[src/rtl/ss_pkg.sv]
`default_nettype none
// ============================================================================
//  Module      : ss_pkg
//  Description : Shared constants, state encoding and slot-select helper for
//                the byte-stream adapter around the 8-input parallel sorter.
//  Revision    : 1.0 - initial release
// ============================================================================
package ss_pkg;

    // Frame geometry and sorter pipeline depth
    localparam int N        = 8;
    localparam int W        = 8;
    localparam int SORT_LAT = 2;

    // Counter widths: indices never wrap past N-1, wait counter holds 0..SORT_LAT
    localparam int IDX_W = $clog2(N);
    localparam int CNT_W = $clog2(SORT_LAT + 1);

    localparam logic [IDX_W-1:0] c_LAST_IDX = IDX_W'(N - 1);
    localparam logic [CNT_W-1:0] c_LAT_LOAD = CNT_W'(SORT_LAT);

    // Adapter state encoding
    localparam logic [1:0] c_FILL  = 2'd0;
    localparam logic [1:0] c_WAIT  = 2'd1;
    localparam logic [1:0] c_DRAIN = 2'd2;

    // Pick element idx out of a packed N*W vector (slot k at bits [k*W +: W])
    function automatic logic [W-1:0] slot_sel(input logic [N*W-1:0] vec,
                                               input logic [IDX_W-1:0] idx);
        return vec[idx*W +: W];
    endfunction

endpackage
`default_nettype wire

[src/rtl/ss_frame_ser.sv]
`default_nettype none
// ============================================================================
//  Module      : ss_frame_ser
//  Description : Holds one captured sorted frame and serialises it on the
//                m_* valid/ready interface, smallest element first.
//  Revision    : 1.0 - initial release
// ============================================================================
module ss_frame_ser
    import ss_pkg::*;
(
    input  logic           clk,
    input  logic           rst_n,
    input  logic           flush,
    input  logic           capture,
    input  logic [N*W-1:0] sort_out,
    output logic           m_valid,
    output logic [W-1:0]   m_data,
    output logic           m_last,
    input  logic           m_ready,
    output logic           done
);

    logic [N*W-1:0]   r_buf;
    logic [IDX_W-1:0] r_idx;
    logic             r_valid;
    logic             w_hs;

    // A handshake racing a flush is dropped: flush wins
    assign w_hs = r_valid && m_ready && !flush;
    assign done = w_hs && (r_idx == c_LAST_IDX);

    // Capture buffer, drain index and output-valid flag
    always_ff @(posedge clk or negedge rst_n) begin
        if (!rst_n) begin
            r_buf   <= '0;
            r_idx   <= '0;
            r_valid <= 1'b0;
        end else if (flush) begin
            r_idx   <= '0;
            r_valid <= 1'b0;
        end else if (capture) begin
            r_buf   <= sort_out;
            r_idx   <= '0;
            r_valid <= 1'b1;
        end else if (w_hs) begin
            if (r_idx == c_LAST_IDX) begin
                r_idx   <= '0;
                r_valid <= 1'b0;
            end else begin
                r_idx <= r_idx + IDX_W'(1);
            end
        end
    end

    // Outputs decode only registered state, so m_ready never reaches them
    assign m_valid = r_valid;
    assign m_data  = slot_sel(r_buf, r_idx);
    assign m_last  = r_valid && (r_idx == c_LAST_IDX);

endmodule
`default_nettype wire

[src/rtl/ss_stream_adapter.sv]
`default_nettype none
// ============================================================================
//  Module      : ss_stream_adapter
//  Description : Collects N serial bytes into a frame for the parallel sorter,
//                waits out the sorter latency, captures the sorted vector and
//                streams it back out with a last flag.
//  Revision    : 1.0 - initial release
// ============================================================================
module ss_stream_adapter
    import ss_pkg::*;
(
    input  logic           clk,
    input  logic           rst_n,
    input  logic           flush,
    input  logic           s_valid,
    input  logic [W-1:0]   s_data,
    output logic           s_ready,
    output logic           m_valid,
    output logic [W-1:0]   m_data,
    output logic           m_last,
    input  logic           m_ready,
    output logic [N*W-1:0] sort_in,
    input  logic [N*W-1:0] sort_out,
    output logic           busy
);

    logic [1:0]       r_state;
    logic [1:0]       w_state_nxt;
    logic [IDX_W-1:0] r_fill_idx;
    logic [CNT_W-1:0] r_wait_cnt;
    logic [N*W-1:0]   r_sort_in;
    logic             w_accept;
    logic             w_frame_full;
    logic             w_capture;
    logic             w_drain_done;

    assign w_accept     = s_valid && s_ready && !flush;
    assign w_frame_full = w_accept && (r_fill_idx == c_LAST_IDX);

    // State register
    always_ff @(posedge clk or negedge rst_n) begin
        if (!rst_n) begin
            r_state <= c_FILL;
        end else begin
            r_state <= w_state_nxt;
        end
    end

    // Next-state decode; flush forces FILL from anywhere
    always_comb begin
        w_state_nxt = r_state;
        if (flush) begin
            w_state_nxt = c_FILL;
        end else begin
            case (r_state)
                c_FILL:  if (w_frame_full)       w_state_nxt = c_WAIT;
                c_WAIT:  if (r_wait_cnt == '0)   w_state_nxt = c_DRAIN;
                c_DRAIN: if (w_drain_done)       w_state_nxt = c_FILL;
                default:                         w_state_nxt = c_FILL;
            endcase
        end
    end

    // State-derived outputs and strobes
    always_comb begin
        s_ready   = (r_state == c_FILL);
        busy      = (r_state != c_FILL) || (r_fill_idx != '0);
        w_capture = (r_state == c_WAIT) && (r_wait_cnt == '0) && !flush;
    end

    // Fill index: one step per accepted byte, back to 0 after the last slot
    always_ff @(posedge clk or negedge rst_n) begin
        if (!rst_n) begin
            r_fill_idx <= '0;
        end else if (flush) begin
            r_fill_idx <= '0;
        end else if (w_accept) begin
            r_fill_idx <= (r_fill_idx == c_LAST_IDX) ? '0 : r_fill_idx + IDX_W'(1);
        end
    end

    // Latency counter: loaded on the final accept, counts down through WAIT
    always_ff @(posedge clk or negedge rst_n) begin
        if (!rst_n) begin
            r_wait_cnt <= '0;
        end else if (flush) begin
            r_wait_cnt <= '0;
        end else if (w_frame_full) begin
            r_wait_cnt <= c_LAT_LOAD;
        end else if ((r_state == c_WAIT) && (r_wait_cnt != '0)) begin
            r_wait_cnt <= r_wait_cnt - CNT_W'(1);
        end
    end

    // Sorter input slots; old frame is kept until overwritten slot by slot
    always_ff @(posedge clk or negedge rst_n) begin
        if (!rst_n) begin
            r_sort_in <= '0;
        end else if (w_accept) begin
            r_sort_in[r_fill_idx*W +: W] <= s_data;
        end
    end

    assign sort_in = r_sort_in;

    ss_frame_ser u_ser (
        .clk      (clk),
        .rst_n    (rst_n),
        .flush    (flush),
        .capture  (w_capture),
        .sort_out (sort_out),
        .m_valid  (m_valid),
        .m_data   (m_data),
        .m_last   (m_last),
        .m_ready  (m_ready),
        .done     (w_drain_done)
    );

endmodule
`default_nettype wire

[config.mk]
export PLATFORM = sky130hd
export DESIGN_NAME = ss_stream_adapter
export DESIGN_NICKNAME = d
export VERILOG_FILES = /design/src/rtl/ss_pkg.sv /design/src/rtl/ss_frame_ser.sv /design/src/rtl/ss_stream_adapter.sv
export SDC_FILE = /design/constraint.sdc
export NUM_CORES = 1
export LEC_CHECK = 0
export BUFFER_PORTS_ARGS = -buffer_cell sky130_fd_sc_hd__buf_2
export CAP_MARGIN = 25
export CORE_ASPECT_RATIO = 0.75
export CORE_UTILIZATION = 50
export CTS_CLUSTER_SIZE = 12
export DETAILED_ROUTE_END_ITERATION = 12
export GPL_TIMING_DRIVEN = 1
export PLACE_DENSITY_LB_ADDON = 0.25
export SLEW_MARGIN = 25
export SYNTH_ARGS = -nofsm -noshare
export SYNTH_HDL_FRONTEND = slang
export SYNTH_SLANG_ARGS = --single-unit
[constraint.sdc]
create_clock -name clk -period 3.09 [get_ports clk]
set_clock_uncertainty 0.05 [all_clocks]
set_input_delay 0.618 -clock clk [delete_from_list [all_inputs] [get_ports clk]]
set_output_delay 0.618 -clock clk [all_outputs]
set_load 0.01 [all_outputs]
==> summary.md, run 1 <==
| Metric | Value |
|---|---|
| PD cells | ~580 nW/um^2 |
| Total of max-cap violations | 0 |
| Root Driver | sky130_fd_sc_hd__clkbuf_16 |
| Global-route wire length before repair | approximately 23000 um |
| Routed metal-1 wirelength | around 6200 um |
| Count of buffers inserted at the top-level ports | 152 |
| Max Used Layer | met4 |
| Sort of element at the start of the critical path | flop |
| Via count of the routed design | roughly 4200 |
| Vias in the first global route | 4392 |
| Number of warnings reported in the yosys synthesis log | 0 |
| Hold WC Path Type | primary input to asynchronous set/reset pin |
| CTS Hold Buffers Added | 0 |
| Post-placement setup slack | 0.564 ns |
| Min Tclk post-route | 2.82 ns |
| Required time at the endpoint of the critical path | 2.42 ns |
| Final HPWL DP | 9960 um |
| Syn Nets | between 500 and 600 |
| Net count reported at finish | 698 |
| Endpoint of the worst register-to-register path | sort_in[20] |
| Slew at the pin with the worst max-slew slack | 0.724 ns |
| Min setup slack post-route | 0.271 ns |
| Outcome | finished clean |
| TritonCTS clock tree | built |
| Maximum count of clock buffers along a single path | 2 |
| Final std cells w/o fill | 790 |
| Fraction of final layout cells sized beyond drive strength 1 | 52.9% |
| Placed cells | 758 |
| CP arrival | approximately 2.2 ns |
| Highest-count cells in the layout ignoring fill and taps | sky130_fd_sc_hd__buf_2 (151), sky130_fd_sc_hd__dfrtp_1 (139), sky130_fd_sc_hd__mux2_2 (112) |
| Final sum of negative setup slack | 0 ns |
| Highest achievable clock rate | between 300 and 400 MHz |
| Total length of routed met3 wires | 795 um |
| Total clock sinks | 139 |
| Number of gates resized after CTS | 0 |
| DRT antenna net count | 0 |
| Proportion of power drawn by combinational gates | 9.8% |
| Type of destination of the critical path | primary output |
| Setup-failing EPs final | 0 |
| Mean instance size in the synthesized netlist | 13.9 sq um |
| Largest area contributor in the netlist | sky130_fd_sc_hd__dfrtp_1 |
| Clock share of power | between 40% and 50% |
| Final hold viol count | 0 |
| Count of routing violations after the opening detailed-route iteration | 179 |
| Clock buffer count from CTS | 17 |
| Worst-case reg-to-reg path depth | 6 |
| Commonest non-fill, non-tap cell in the layout | sky130_fd_sc_hd__buf_2 |
| RSZ-0062 raised after global routing | false |
| Global placement routability congestion | 0.793 |
| Number of vias per cell | 5.29 |
| Top post-synthesis cells by area | sky130_fd_sc_hd__dfrtp_1 (55%), sky130_fd_sc_hd__mux2_2 (20%), sky130_fd_sc_hd__mux4_2 (5.7%) |
| Largest net degree at the start of global routing | 69 |
| Final-report max-slew violation count | 0 |
| Net switching power | 1050 uW |
| Synthesized instance count | about 450 |
| Worst setup path class | flop to primary output |
| Relative contribution of sequential cells to total power | 43.5% |
| Max Fanout on Critical Path | 17 |
| Maximum resistive drop on vdd | 369 uV |
| Per-cell routed wire length | 17.6 um |
| Placeable Area | 12300 sq um |
| Total setup buffers inserted after CTS | 0 |
| Timing startpoint of the critical path | u_ser.r_idx[0] |
| Share of total power consumed by net switching | 22.8% |
| Startpoint of the worst register-to-register path | r_fill_idx[1] |
| Detail Route met2 WL | ~6700 um |
| Total global routing track utilization | 22.4% |
| Design internal power | 3560 uW |
| Number of rows created at floorplan | 35 |
| Final WL | ~14000 um |
| Portion of the post-synthesis area used by sequential elements | 55.0% |
| R2R Setup Slk | approximately 0.52 ns |
| Total Die Area | roughly 13000 sq um |
| Number of distinct standard cells referenced by the synthesized netlist | 39 |
| Initial antenna violation count | 0 |
| Deepest level of the CTS H-tree | 4 |
| Clock insertion delay at the later pin of the skew report | 0.40 ns |
| Die Height | 99.4 um |
| Clock input transition at the sequential cells of the worst setup and hold paths | 0.06 ns |
| Final clock period utilization by the worst path | 91.2% |
| Worst slew margin relative to its limit | 51.1% |
| Starting Density | 51.4% |
| Count of TritonRoute iterations in the first routing pass | 4 |
| Die X | 132 um |
| Leakage power | between 0.004 and 0.005 uW |
| Layout-stage area growth over the synthesis result | 25.1% |
| Top-area cell type share of the netlist area | 55.0% |
| Mapped cell area | 6320 sq um |
| Number of synthesized register bits | 139 |
| Congestion Overflow GR | 0 |
| I/O pin cnt | ~150 |
| Antenna fix cells | 0 |
| Detailed-route DRC error count | 0 |
| End point of the critical path | m_data[7] |
layer usage:
metal | GRT usage [%] | vias to the layer above
li1 | - | 1921
met1 | 30.0 | 2116
met2 | 36.8 | 127
met3 | 5.40 | 12
met4 | 6.44 | 0
met5 | 0 | -
sequential cells by signal, indices dropped and copies added (netlist names):
register	cells
r_state	2
r_fill_idx	3
u_ser.r_buf	64
u_ser.m_valid	1
r_wait_cnt	2
sort_in	64
u_ser.r_idx	3
how the worst min path moves through the flow:
stage / start / end / slack (ns) / depth (start not counted)
final: rst_n / sort_in[60] / 0.15 / 1
after global routing: rst_n / sort_in[56] / 0.20 / 1
after global placement: sort_in[2] / sort_in[2] / 0.43 / 1
after floorplan: rst_n / r_fill_idx[0] / 0.27 / 0
after CTS: rst_n / sort_in[60] / 0.18 / 1
after detailed placement: sort_in[10] / sort_in[10] / 0.44 / 1
stage by stage:
step                hold WS (ns)  total power, uW  area [sq um]  utilization [%]
CTS                        0.177             4650          7910             64.3
detailed placement         0.440             2490          7280             59.2
global placement           0.435             2470          7280             59.2
floorplan                  0.272             2250          6320                -
finish                     0.152             4610          7910             64.3
global route               0.199             4780          7910             64.3
cell families after synthesis:
| logic type | share of synthesized area (%) |
|---|---|
| and+or+nand+nor | 8.45 |
| AOI/OAI and AO/OA | 1.23 |
| buffers and inverters | 3.44 |
| DFF | 55.0 |
| adders and majority gates | 1.98 |
| muxes | 29.9 |
cell type report:
type | count | area [sq um]
clock buffers | 21 | 460
clock inverters | 11 | 168
fillers | 982 | 4390
inverters | 30 | 113
multi-input cells | 263 | 2630
flip-flops and latches | 139 | 3480
well taps | 166 | 208
repair buffers | 160 | 852
cell usage after synthesis, drive strengths merged:
master / instances
and3b: 2
nand3b: 2
dfrtp: 139
mux2: 112
o2111ai: 1
o31a: 1
nor3b: 8
nand3: 4
o21bai: 1
or3b: 1
inv: 30
nor4: 1
a221oi: 1
ha: 10
buf: 13
nor4bb: 1
or2: 1
and4bb: 2
clkbuf: 9
mux4: 16
or3: 1
nand2b: 1
nor2: 6
a22o: 1
a31o: 1
a21oi: 4
and2: 9
mux2i: 27
nand2: 32
nor2b: 4
nor4b: 3
nor3: 6
and3: 4
power groups by stage:
stage	logic [uW]	registers [uW]	clock network, uW
2_1_floorplan	195	2060	0
3_3_place_gp	441	2030	0
3_5_place_dp	454	2040	0
4_1_cts	457	2010	2190
5_1_grt	492	2020	2270
6_report	450	2010	2150
critical path, cell delays in order (launching register included):
cell and delay [ns]:
sky130_fd_sc_hd__dfrtp_1 0.40, sky130_fd_sc_hd__buf_4 0.35, sky130_fd_sc_hd__mux4_2 0.57, sky130_fd_sc_hd__mux2_2 0.28
sky130_fd_sc_hd__buf_2 0.14
No activity file was read; power rests on OpenSTA's default activity.
==> inputs of run 2 (changes only) <==
REMOVE_ABC_BUFFERS = 1   (was unset)
==> summary.md, run 2 (synthesis gave the netlist of run 1 again) <==
| Metric | Value |
|---|---|
| Leakage power | 0.00402 uW (was 0.00403 uW) |
| CTS Hold Buffers Added | 0 (unchanged) |
| CP arrival | 2.04 ns (was 2.15 ns) |
| Number of rows created at floorplan | 35 (unchanged) |
| Post-placement setup slack | 0.541 ns (was 0.564 ns) |
| Largest net degree at the start of global routing | 86 (was 69) |
| Worst setup path class | flop to primary output (unchanged) |
| Clock buffer count from CTS | 17 (unchanged) |
| Maximum count of clock buffers along a single path | 2 (unchanged) |
| Required time at the endpoint of the critical path | 2.42 ns (about the same) |
| Fraction of final layout cells sized beyond drive strength 1 | 52.8% (was 52.9%) |
| Per-cell routed wire length | 17.0 um (was 17.6 um) |
| Total setup buffers inserted after CTS | 0 (unchanged) |
| Total clock sinks | 139 (unchanged) |
| Hold WC Path Type | primary input to asynchronous set/reset pin (unchanged) |
| Deepest level of the CTS H-tree | 4 (unchanged) |
| Final HPWL DP | 9420 um (was 9960 um) |
| Summed area of non-filler cells in the final layout | 7890 sq um (was 7910 sq um) |
| Min setup slack post-route | 0.386 ns (was 0.271 ns) |
| Number of gates resized after CTS | 0 (unchanged) |
| Number of vias per cell | 5.28 (was 5.29) |
| TritonCTS clock tree | built (unchanged) |
| Net count reported at finish | 697 (was 698) |
| I/O pin cnt | 153 (unchanged) |
| Final clock period utilization by the worst path | 87.5% (was 91.2%) |
| Starting Density | 51.4% (unchanged) |
| Die X | 132 um (unchanged) |
| Slew at the pin with the worst max-slew slack | 0.751 ns (was 0.724 ns) |
| Min Tclk post-route | 2.70 ns (was 2.82 ns) |
| Clock insertion delay at the later pin of the skew report | 0.40 ns (about the same) |
| Count of buffers inserted at the top-level ports | 152 (unchanged) |
| Hold slack final | 0.105 ns (was 0.152 ns) |
| Max Fanout on Critical Path | 10 (was 17) |
| Via count of the routed design | 4169 (was 4176) |
| Highest-count cells in the layout ignoring fill and taps | sky130_fd_sc_hd__buf_2 (151), sky130_fd_sc_hd__dfrtp_1 (139), sky130_fd_sc_hd__mux2_2 (112) (unchanged) |
| Detailed-route DRC error count | 0 (unchanged) |
| Placeable Area | 12300 sq um (unchanged) |
| Outcome | finished clean (unchanged) |
| Root Driver | sky130_fd_sc_hd__clkbuf_16 (unchanged) |
| R2R Setup Slk | 0.53 ns (was 0.52 ns) |
| Vias in the first global route | 4257 (was 4392) |
| Global placement routability congestion | 0.778 (was 0.793) |
| Die Height | 99.4 um (unchanged) |
| Total Die Area | 13100 sq um (unchanged) |
| DRT antenna net count | 0 (unchanged) |
| Commonest non-fill, non-tap cell in the layout | sky130_fd_sc_hd__buf_2 (unchanged) |
| Antenna fix cells | 0 (unchanged) |
| Global-route wire length before repair | 21900 um (was 22600 um) |
| PD cells | 575 nW/um^2 (was 582 nW/um^2) |
| Count of TritonRoute iterations in the first routing pass | 4 (unchanged) |
| RSZ-0062 raised after global routing | false (unchanged) |
| Total of max-cap violations | 0 (unchanged) |
| Type of destination of the critical path | primary output (unchanged) |
| Highest achievable clock rate | 370 MHz (was 355 MHz) |
| Initial antenna violation count | 0 (unchanged) |
| Clock input transition at the sequential cells of the worst setup and hold paths | 0.06 ns (about the same) |
| Sort of element at the start of the critical path | flop (unchanged) |
| Count of routing violations after the opening detailed-route iteration | 212 (was 179) |
| Setup-failing EPs final | 0 (unchanged) |
| Total global routing track utilization | 21.7% (was 22.4%) |
| Final hold viol count | 0 (unchanged) |
| Post-DP Area | 7280 sq um (about the same) |
| Layout-stage area growth over the synthesis result | 24.7% (was 25.1%) |
| Congestion Overflow GR | 0 (unchanged) |
| Final-report max-slew violation count | 0 (unchanged) |
| Final WL | 13400 um (was 13900 um) |
| Maximum resistive drop on vdd | 392 uV (was 369 uV) |
| Worst slew margin relative to its limit | 49.9% (was 51.1%) |
## run 2: changes by cell type in the layout (fill, tap and decap cells not counted)
| cell | previous run | this run |
|---|---|---|
| sky130_fd_sc_hd__inv_6 | 0 | 1 |
| sky130_fd_sc_hd__clkinvlp_4 | 2 | 1 |
| sky130_fd_sc_hd__clkbuf_8 | 2 | 3 |
| sky130_fd_sc_hd__buf_4 | 6 | 5 |
| sky130_fd_sc_hd__bufinv_16 | 4 | 3 |
## run 2: worst max-delay path, stage by stage, from the launching register on
cell and delay (ns):
sky130_fd_sc_hd__dfrtp_1 0.60, sky130_fd_sc_hd__buf_4 0.29, sky130_fd_sc_hd__mux4_2 0.33, sky130_fd_sc_hd__mux2_2 0.27
sky130_fd_sc_hd__buf_2 0.14
## run 2: final timing paths
check,cells past startpoint,endpoint,start
max,4,m_data[3],u_ser.r_idx[1]
min,1,u_ser.r_buf[36],rst_n
max reg2reg,6,sort_in[21],r_fill_idx[1]
min reg2reg,1,u_ser.r_buf[23],u_ser.r_buf[23]
max in group asynchronous,2,r_wait_cnt[0],rst_n
min in group clk,2,u_ser.r_buf[33],sort_out[33]
## run 2: cell type report
class / instances / area [sq um]
Clock inverter: 10 / 139
Clock buffer: 22 / 474
Tap cell: 166 / 208
Sequential cell: 139 / 3480
Inverter: 30 / 113
Timing Repair Buffer: 159 / 845
Fill cell: 945 / 4420
Multi-Input combinational cell: 263 / 2630
## run 2: power breakdown
part           internal (uW)  switching, uW
clock network           1340            749
logic                    221            226
registers               1940           62.9
total                   3500           1040
## run 2: metrics by stage
| step | cells | utilization, % | setup TNS (ns) | power [uW] |
|---|---|---|---|---|
| after floorplan | 432 | - | -201.00 | 2250 |
| after global placement | 757 | 59.1 | 0 | 2460 |
| after detailed placement | 757 | 59.1 | 0 | 2490 |
| after CTS | 789 | 64.1 | 0 | 4580 |
| after global routing | 789 | 64.1 | 0 | 4720 |
| final | 789 | 64.1 | 0 | 4540 |
## run 2: layer usage
metal / vias up / share of wire [%] / global-route usage, %
met5: - / 0 / 0
met4: 0 / 0.85 / 6.08
met3: 11 / 4.5 / 5.10
met2: 116 / 49 / 34.6
met1: 2125 / 46 / 30.0
li1: 1917 / - / -
